## config.mk

```make
export PLATFORM = sky130hd
export DESIGN_NAME = grant_path_mux
export DESIGN_NICKNAME = d
export VERILOG_FILES = /design/src/rtl/grant_path_mux_pkg.sv /design/src/rtl/grant_path_mux_starve_counter.sv /design/src/rtl/grant_path_mux.sv
export SDC_FILE = /design/constraint.sdc
export NUM_CORES = 1
export LEC_CHECK = 0
export CORE_MARGIN = 5
export CORE_UTILIZATION = 49
export DETAILED_ROUTE_END_ITERATION = 7
export PLACE_DENSITY = 0.93
export SYNTH_ARGS = -nofsm -noshare
export SYNTH_HDL_FRONTEND = slang
export SYNTH_SLANG_ARGS = --single-unit
```

## constraint.sdc

```tcl
create_clock -name clk -period 3.3 [get_ports clk]
set_clock_uncertainty 0.15 [all_clocks]
set_input_delay 0.66 -clock clk [delete_from_list [all_inputs] [get_ports clk]]
set_output_delay 0.66 -clock clk [all_outputs]
set_load 0.03 [all_outputs]
```

## src/rtl/grant_path_mux_pkg.sv

```systemverilog
// Shared types and default constants for the grant-path mux slice.
// Holds the source and holding-register state enums plus default widths.
package grant_path_mux_pkg;

    // Which requester the held payload came from.
    typedef enum logic {
        SRC_1 = 1'b0,
        SRC_2 = 1'b1
    } src_t;

    // Single-entry output holding register occupancy.
    typedef enum logic {
        EMPTY = 1'b0,
        FULL  = 1'b1
    } hold_state_t;

    localparam int DEF_DATA_W     = 8;
    localparam int DEF_STARVE_MAX = 15;
    localparam int DEF_CNT_W      = 4;

endpackage

```

## src/rtl/grant_path_mux_starve_counter.sv

```systemverilog
// Per-requester starvation counter with a registered alarm output.
// Ports: clk, reset (async, active-low), pending (request outstanding),
//        served (request acknowledged this cycle), alarm (counter at max).
module starve_counter
    import grant_path_mux_pkg::*;
#(
    parameter int CNT_W      = DEF_CNT_W,
    parameter int STARVE_MAX = DEF_STARVE_MAX
) (
    input  logic clk,
    input  logic reset,
    input  logic pending,
    input  logic served,
    output logic alarm
);

    localparam logic [CNT_W-1:0] MAX_CNT = CNT_W'(STARVE_MAX);

    logic [CNT_W-1:0] cnt_q;
    logic [CNT_W-1:0] cnt_d;
    logic             alarm_q;

    // Count consecutive cycles of waiting; any gap or service restarts.
    always_comb begin
        cnt_d = cnt_q;
        if (!pending || served) begin
            cnt_d = '0;
        end else if (cnt_q != MAX_CNT) begin
            cnt_d = cnt_q + CNT_W'(1);
        end
    end

    // Alarm is a flop loaded from the next count, so it tracks
    // the counter value exactly but never glitches.
    always_ff @(posedge clk or negedge reset) begin
        if (!reset) begin
            cnt_q   <= '0;
            alarm_q <= 1'b0;
        end else begin
            cnt_q   <= cnt_d;
            alarm_q <= (cnt_d == MAX_CNT);
        end
    end

    assign alarm = alarm_q;

endmodule

```

## src/rtl/grant_path_mux.sv

```systemverilog
// Routes the granted requester's payload into a one-entry holding
// register driving a shared resource (valid/ready), acks captures, and
// monitors the grant path for conflicts, spurious grants and starvation.
// Ports:
//   clk, reset (async, active-low)
//   req_1/req_2, grant_1/grant_2, data_1/data_2 : requester side
//   ack_1/ack_2 : combinational capture acknowledge
//   out_valid/out_data/out_src/out_ready : resource handshake
//   conflict_err/spurious_err : sticky flags, err_clear clears
//   starve_1/starve_2 : starvation alarms
module grant_path_mux
    import grant_path_mux_pkg::*;
#(
    parameter int DATA_W     = DEF_DATA_W,
    parameter int STARVE_MAX = DEF_STARVE_MAX,
    parameter int CNT_W      = DEF_CNT_W
) (
    input  logic              clk,
    input  logic              reset,
    input  logic              req_1,
    input  logic              req_2,
    input  logic              grant_1,
    input  logic              grant_2,
    input  logic [DATA_W-1:0] data_1,
    input  logic [DATA_W-1:0] data_2,
    output logic              ack_1,
    output logic              ack_2,
    output logic              out_valid,
    output logic [DATA_W-1:0] out_data,
    output logic              out_src,
    input  logic              out_ready,
    output logic              conflict_err,
    output logic              spurious_err,
    output logic              starve_1,
    output logic              starve_2,
    input  logic              err_clear
);

    hold_state_t       state_q;
    hold_state_t       state_d;
    logic [DATA_W-1:0] data_q;
    src_t              src_q;
    logic              conflict_q;
    logic              spurious_q;

    logic conflict;
    logic spurious;
    logic elig_1;
    logic elig_2;
    logic can_load;
    logic load;

    // Grant-path decode. Simultaneous grants are never arbitrated here.
    assign conflict = grant_1 && grant_2;
    assign spurious = (grant_1 && !req_1) || (grant_2 && !req_2);
    assign elig_1   = grant_1 && req_1 && !conflict;
    assign elig_2   = grant_2 && req_2 && !conflict;

    // While reset is asserted the register refuses loads, keeping acks
    // low even though reset does not wait for a clock edge.
    assign can_load = reset && ((state_q == EMPTY) || out_ready);
    assign load     = ack_1 || ack_2;

    // Holding-register state.
    always_ff @(posedge clk or negedge reset) begin
        if (!reset) begin
            state_q <= EMPTY;
        end else begin
            state_q <= state_d;
        end
    end

    // Next state: a load wins over a drain, giving pass-through refill.
    always_comb begin
        state_d = state_q;
        if (load) begin
            state_d = FULL;
        end else if (state_q == FULL && out_ready) begin
            state_d = EMPTY;
        end
    end

    // FSM outputs.
    always_comb begin
        ack_1     = 1'b0;
        ack_2     = 1'b0;
        out_valid = (state_q == FULL);
        if (can_load) begin
            ack_1 = elig_1;
            ack_2 = elig_2;
        end
    end

    // Payload capture; the eligibility terms are mutually exclusive.
    always_ff @(posedge clk or negedge reset) begin
        if (!reset) begin
            data_q <= '0;
            src_q  <= SRC_1;
        end else if (load) begin
            data_q <= ack_2 ? data_2 : data_1;
            src_q  <= ack_2 ? SRC_2 : SRC_1;
        end
    end

    // Sticky flags: a new event in the clearing cycle keeps the flag set.
    always_ff @(posedge clk or negedge reset) begin
        if (!reset) begin
            conflict_q <= 1'b0;
            spurious_q <= 1'b0;
        end else begin
            if (conflict) begin
                conflict_q <= 1'b1;
            end else if (err_clear) begin
                conflict_q <= 1'b0;
            end
            if (spurious) begin
                spurious_q <= 1'b1;
            end else if (err_clear) begin
                spurious_q <= 1'b0;
            end
        end
    end

    starve_counter #(
        .CNT_W      (CNT_W),
        .STARVE_MAX (STARVE_MAX)
    ) u_starve_1 (
        .clk     (clk),
        .reset   (reset),
        .pending (req_1),
        .served  (ack_1),
        .alarm   (starve_1)
    );

    starve_counter #(
        .CNT_W      (CNT_W),
        .STARVE_MAX (STARVE_MAX)
    ) u_starve_2 (
        .clk     (clk),
        .reset   (reset),
        .pending (req_2),
        .served  (ack_2),
        .alarm   (starve_2)
    );

    assign out_data     = data_q;
    assign out_src      = src_q;
    assign conflict_err = conflict_q;
    assign spurious_err = spurious_q;

endmodule

```

# --- Word-level counts from Yosys, hierarchy flattened ---
# Cells that the tools add are included.
word_totals:
  reg_bits: 22
  latchBits: 0
  ramBits: 0
  mem_bits_ro: 0
  inputBits: 24
  out_inout_bits: 16
  elab_cells: 49
  memories: 0
op_classes:
  add_sub_neg: 2
  n_mul: 0
  div_mod_pow: 0
  order_cmp: 0
  eq_ne: 4
  n_shift: 0
  n_mux: 13
  n_bitwise: 1
  n_reduce_logical: 20
ops:
  columns: ["operator", "n"]
  rows:
  - ["4-bit 2-to-1 mux", 4]
  - ["1-bit logical AND", 9]
  - ["4-bit by 1-bit adder with 4-bit output, second input constant", 2]
  - ["4-bit == test, second input constant", 2]
  - ["1-bit 2-to-1 mux", 8]
  - ["8-bit 2-to-1 mux", 1]
  - ["4-bit inequality test, second input constant", 2]
  - ["2-bit nonzero test", 3]
  - ["1-bit logical OR", 5]
  - ["1-bit zero test", 3]
  - ["1-bit inverter", 1]

# --- Depth between registers and ports, before layout ---
depth:
  ltp_word: 7
  mapped_depth: 6
  ltp_nobuf: 4

# --- By module ---
# A second synthesis with hierarchy kept.
unflattened:
  hier_cells: 121
  area_unflattened_um2: 1222.4
by_module_without_submodules:
  columns: ["mod", "instances", "cells_each", "area_each_um2"]
  rows:
  - ["grant_path_mux", 1, 77, 724.4]
  - ["starve_counter", 2, 22, 249.0]

# --- Least setup slack after synthesis ---
# No wires, ideal clock.
synth_path:
  kind: "input to output"
  startpoint: "in grant_1"
  endpoint: "out ack_2"
  arrival_ps: 1518
  t_required_ps: 2490
  slack_ps: 972
  cell_stages: 4
  path_cell_list: "nand3b_4 -> or3_1 -> buf_2 -> inv_1"
synth_between:
  elab_chain_len: 4
synth_rtl:
  columns: ["item", "line", "text"]
  rows:
  - ["start: declaration", "grant_path_mux.sv:22", "input logic grant_1,"]
  - ["1-bit logical AND", "grant_path_mux.sv:54", "assign conflict = grant_1 && grant_2;"]
  - ["1-bit zero test", "grant_path_mux.sv:57", "assign elig_2 = grant_2 && req_2 && !conflict;"]
  - ["1-bit logical AND", "grant_path_mux.sv:57", null]
  - ["1-bit 2-to-1 mux", "grant_path_mux.sv:88", "if (can_load) begin"]
  - ["end: declaration", "grant_path_mux.sv:27", "output logic ack_2,"]
# Every way passes these cells.

# --- Worst setup path after layout ---
layout_path:
  startpoint: "in out_ready"
  endpoint: "out ack_2"
layout_between:
  elab_chain_len: 3
layout_rtl:
  columns: ["item", "line", "text"]
  rows:
  - ["start: declaration", "grant_path_mux.sv:31", "input logic out_ready,"]
  - ["1-bit logical OR", "grant_path_mux.sv:61", "assign can_load = reset && ((state_q == EMPTY) || out_ready);"]
  - ["1-bit logical AND", "grant_path_mux.sv:61", null]
  - ["1-bit 2-to-1 mux", "grant_path_mux.sv:88", null]
# Every way passes these cells.

==> flow_summary.ini <==
[run_status]
status = complete, no violations

[clocking]
clk_path_buf_depth = 2
ctsResizeCount = 0
clk-insertion-delay-late_ns = 0.30
clk_pin_slew_worst_paths_ns = 0.12
htreeDepth = 1
postCtsSetupBuffers = 0
numCtsBuffers = 3
cts_tree = yes
cts_root_buffer = clkbuf_4
cts.sinks = 22
cts_hold_buf = 0

[global_routing]
grt_pass1_vias = 1084
overflow = 0
antenna_found_initial = 0
grt_start_max_net_pins = 30
grt.total_usage_pct = 18.8
grt_pass1_wl_um = 5170

[floorplanning]
ioPinCount = 40
die_w_um = 60.4
start_util_pct = 50.7
die-height_um = 60.4
rows = 18
coreArea_mm2 = 0.00245
die-area_mm2 = 0.00365

[sta]
slew_headroom_pct = 42.4
hold_viol = 0
setup_viol_count_final = 0
finalCriticalPeriod_ns = 3.08
drv_slew = 0
clock.fmax_mhz = 325
setup-tns-final_ns = 0
worstMarginPinSlew_ns = 0.854
finalCritPeriodShare_pct = 93.2
rsz0062_at_grt = no

[worst_setup_path]
rrSetupSlack_ns = 1.35
crit_fanout = 29
rr_endpoint = out_valid
setup.worst_path.end_class = output port
r2r-start = out_valid
r2r_cells = 4
crit_path_max_incr_delay_ns = 0.47
crit_type = primary input to output port
worst-path-buf-inv = 3
startpoint_type = primary input
required_ns = 2.49
slowest_stage = nor2b_4
critPathTopFamily = simple AND/OR/NAND/NOR gates
crit_arrival_ns = 2.27
path_cells = clkdlybuf4s50_1 > nor2b_4 > or3_1 > inv_1 > buf_4

[flow_run]
cap_violations = 0

[placed_design]
place_congestion = 0.825
hpwl_um = 2290
io_buffers = 39
placed_cell_area_mm2 = 0.00163

[power]
power_density_mw_per_mm2 = 435
p_total_w = 0.000722
ir_drop_uv = 321
p_leak_nw = 0.685

[logic_synthesis]
avgSynthCellArea_um2 = 10.3
syn_area_mm2 = 0.00124
synthArstFlopShare_pct = 100
synth_seq_cells = 22
syn-num-nets = 147
ys_seq_area_share_pct = 44.2
yosysUniqueCellTypes = 34
synthCells = 121
yosys.area.top_type = dfrtp_1
yosysTopAreaCellShare_pct = 44.2
synth_area_leaders = dfrtp_1 (44%), o31ai_1 (4.8%), a31oi_1 (4.5%)
yosysWarnings = 0
synthFlopType = dfrtp_1
synth_edf_count = 0

[min_path]
hold_depth = 1
min_path_type = register to register
hold_start = out_src
min_to = out_src

[cells_and_area]
seqCellArea_um2 = 551
fillers = 183
area_delta_synth_final_pct = 33.5
fin_util_pct = 67.7
design_area_mm2 = 0.00166
antenna_cells = 0
nets = 184
mostFrequentLayoutCell = clkdlybuf4s50_1
mostFrequentLayoutCells = clkdlybuf4s50_1 (37), dfrtp_1 (22), a31oi_1 (9)
multi_input_area_um2 = 607
drive_gt1_share_pct = 10.8

[route]
vias = 1156
drc = 0
routed_via_density = 6.18
dr.pass1.iters = 5
wl_per_cell_um = 16.4
drt-total-wl_um = 3070
drt_iter0_drc = 37
ant_nets = 0
==> registers in the layout, summed over array words and instances (netlist names) <==
signal	cells
out_data	8
u_starve_1.cnt_q	4
u_starve_2.cnt_q	4
conflict_err	1
out_src	1
out_valid	1
spurious_err	1
u_starve_1.alarm	1
u_starve_2.alarm	1
==> worst max-delay path by stage <==
stage / startpoint / to / slack, ns / depth (start not counted)
6_report: out_ready / ack_2 / 0.22 / 5
3_5_place_dp: out_ready / ack_2 / 0.26 / 5
4_1_cts: out_ready / ack_2 / 0.25 / 5
5_1_grt: out_ready / ack_2 / 0.11 / 5
3_3_place_gp: out_ready / ack_2 / 0.32 / 5
2_1_floorplan: grant_1 / ack_2 / 0.97 / 4
==> routing by layer <==
metal	GRT usage [%]	wire length, um	up-vias
met1	25.9	1350	556
met5	0	0	-
li1	-	-	535
met4	5.70	39	0
met3	2.55	236	4
met2	30.7	1450	61
==> cells in the mapped netlist, drive strengths merged, types with 2 or more instances <==
cell and instances:
nand2 3, nand3 4, a211oi 3, xnor2 4
clkbuf 5, nor3 3, nor2 7, buf 4
o31ai 8, mux2i 2, o41ai 2, a31oi 9
nand3b 3, or4b 8, inv 8, or3 3
dfrtp 22, nor4 8, ha 2, a21o 2
==> layout make-up <==
| type | count | area share (%) |
|---|---|---|
| Tap cell | 30 | 2.26 |
| Inverter | 8 | 1.81 |
| Multi-Input combinational cell | 82 | 36.5 |
| Clock buffer | 4 | 2.18 |
| Timing Repair Buffer | 41 | 24.1 |
| Sequential cell | 22 | 33.1 |
==> metrics by stage <==
step / cells / setup slack (ns) / hold WS (ns)
floorplan: 121 / 0.972 / 0.214
global placement: 183 / 0.324 / 0.314
detailed placement: 183 / 0.259 / 0.320
CTS: 187 / 0.246 / 0.367
global route: 187 / 0.113 / 0.388
finish: 187 / 0.225 / 0.360
==> worst reg2reg max path: cells and delay by family (launching register included) <==
| kind | cells | cell delay, ns |
|---|---|---|
| and+or+nand+nor | 3 | 1.21 |
| DFF | 1 | 0.37 |
| buffers and inverters | 1 | 0.12 |
==> report_power, final <==
group          internal, W  leakage [nW]  total [W]  switching (W)
combinational     0.000114         0.387   0.000247       0.000133
sequential        0.000304         0.277   0.000330      0.0000251
clock            0.0000673        0.0210   0.000146      0.0000788
total             0.000486         0.685   0.000722       0.000236
==> logic make-up after synthesis <==
logic type               share of synthesized area, %
AND/OR/NAND/NOR                                  25.0
AO/OA/AOI/OAI                                    16.4
adder cells (fa/ha/maj)                          2.01
buffers and inverters                            7.03
XOR/XNOR                                         2.81
multiplexers                                     2.51
flip-flops                                       44.2
Note: power is estimated with default switching activity, not from simulation.
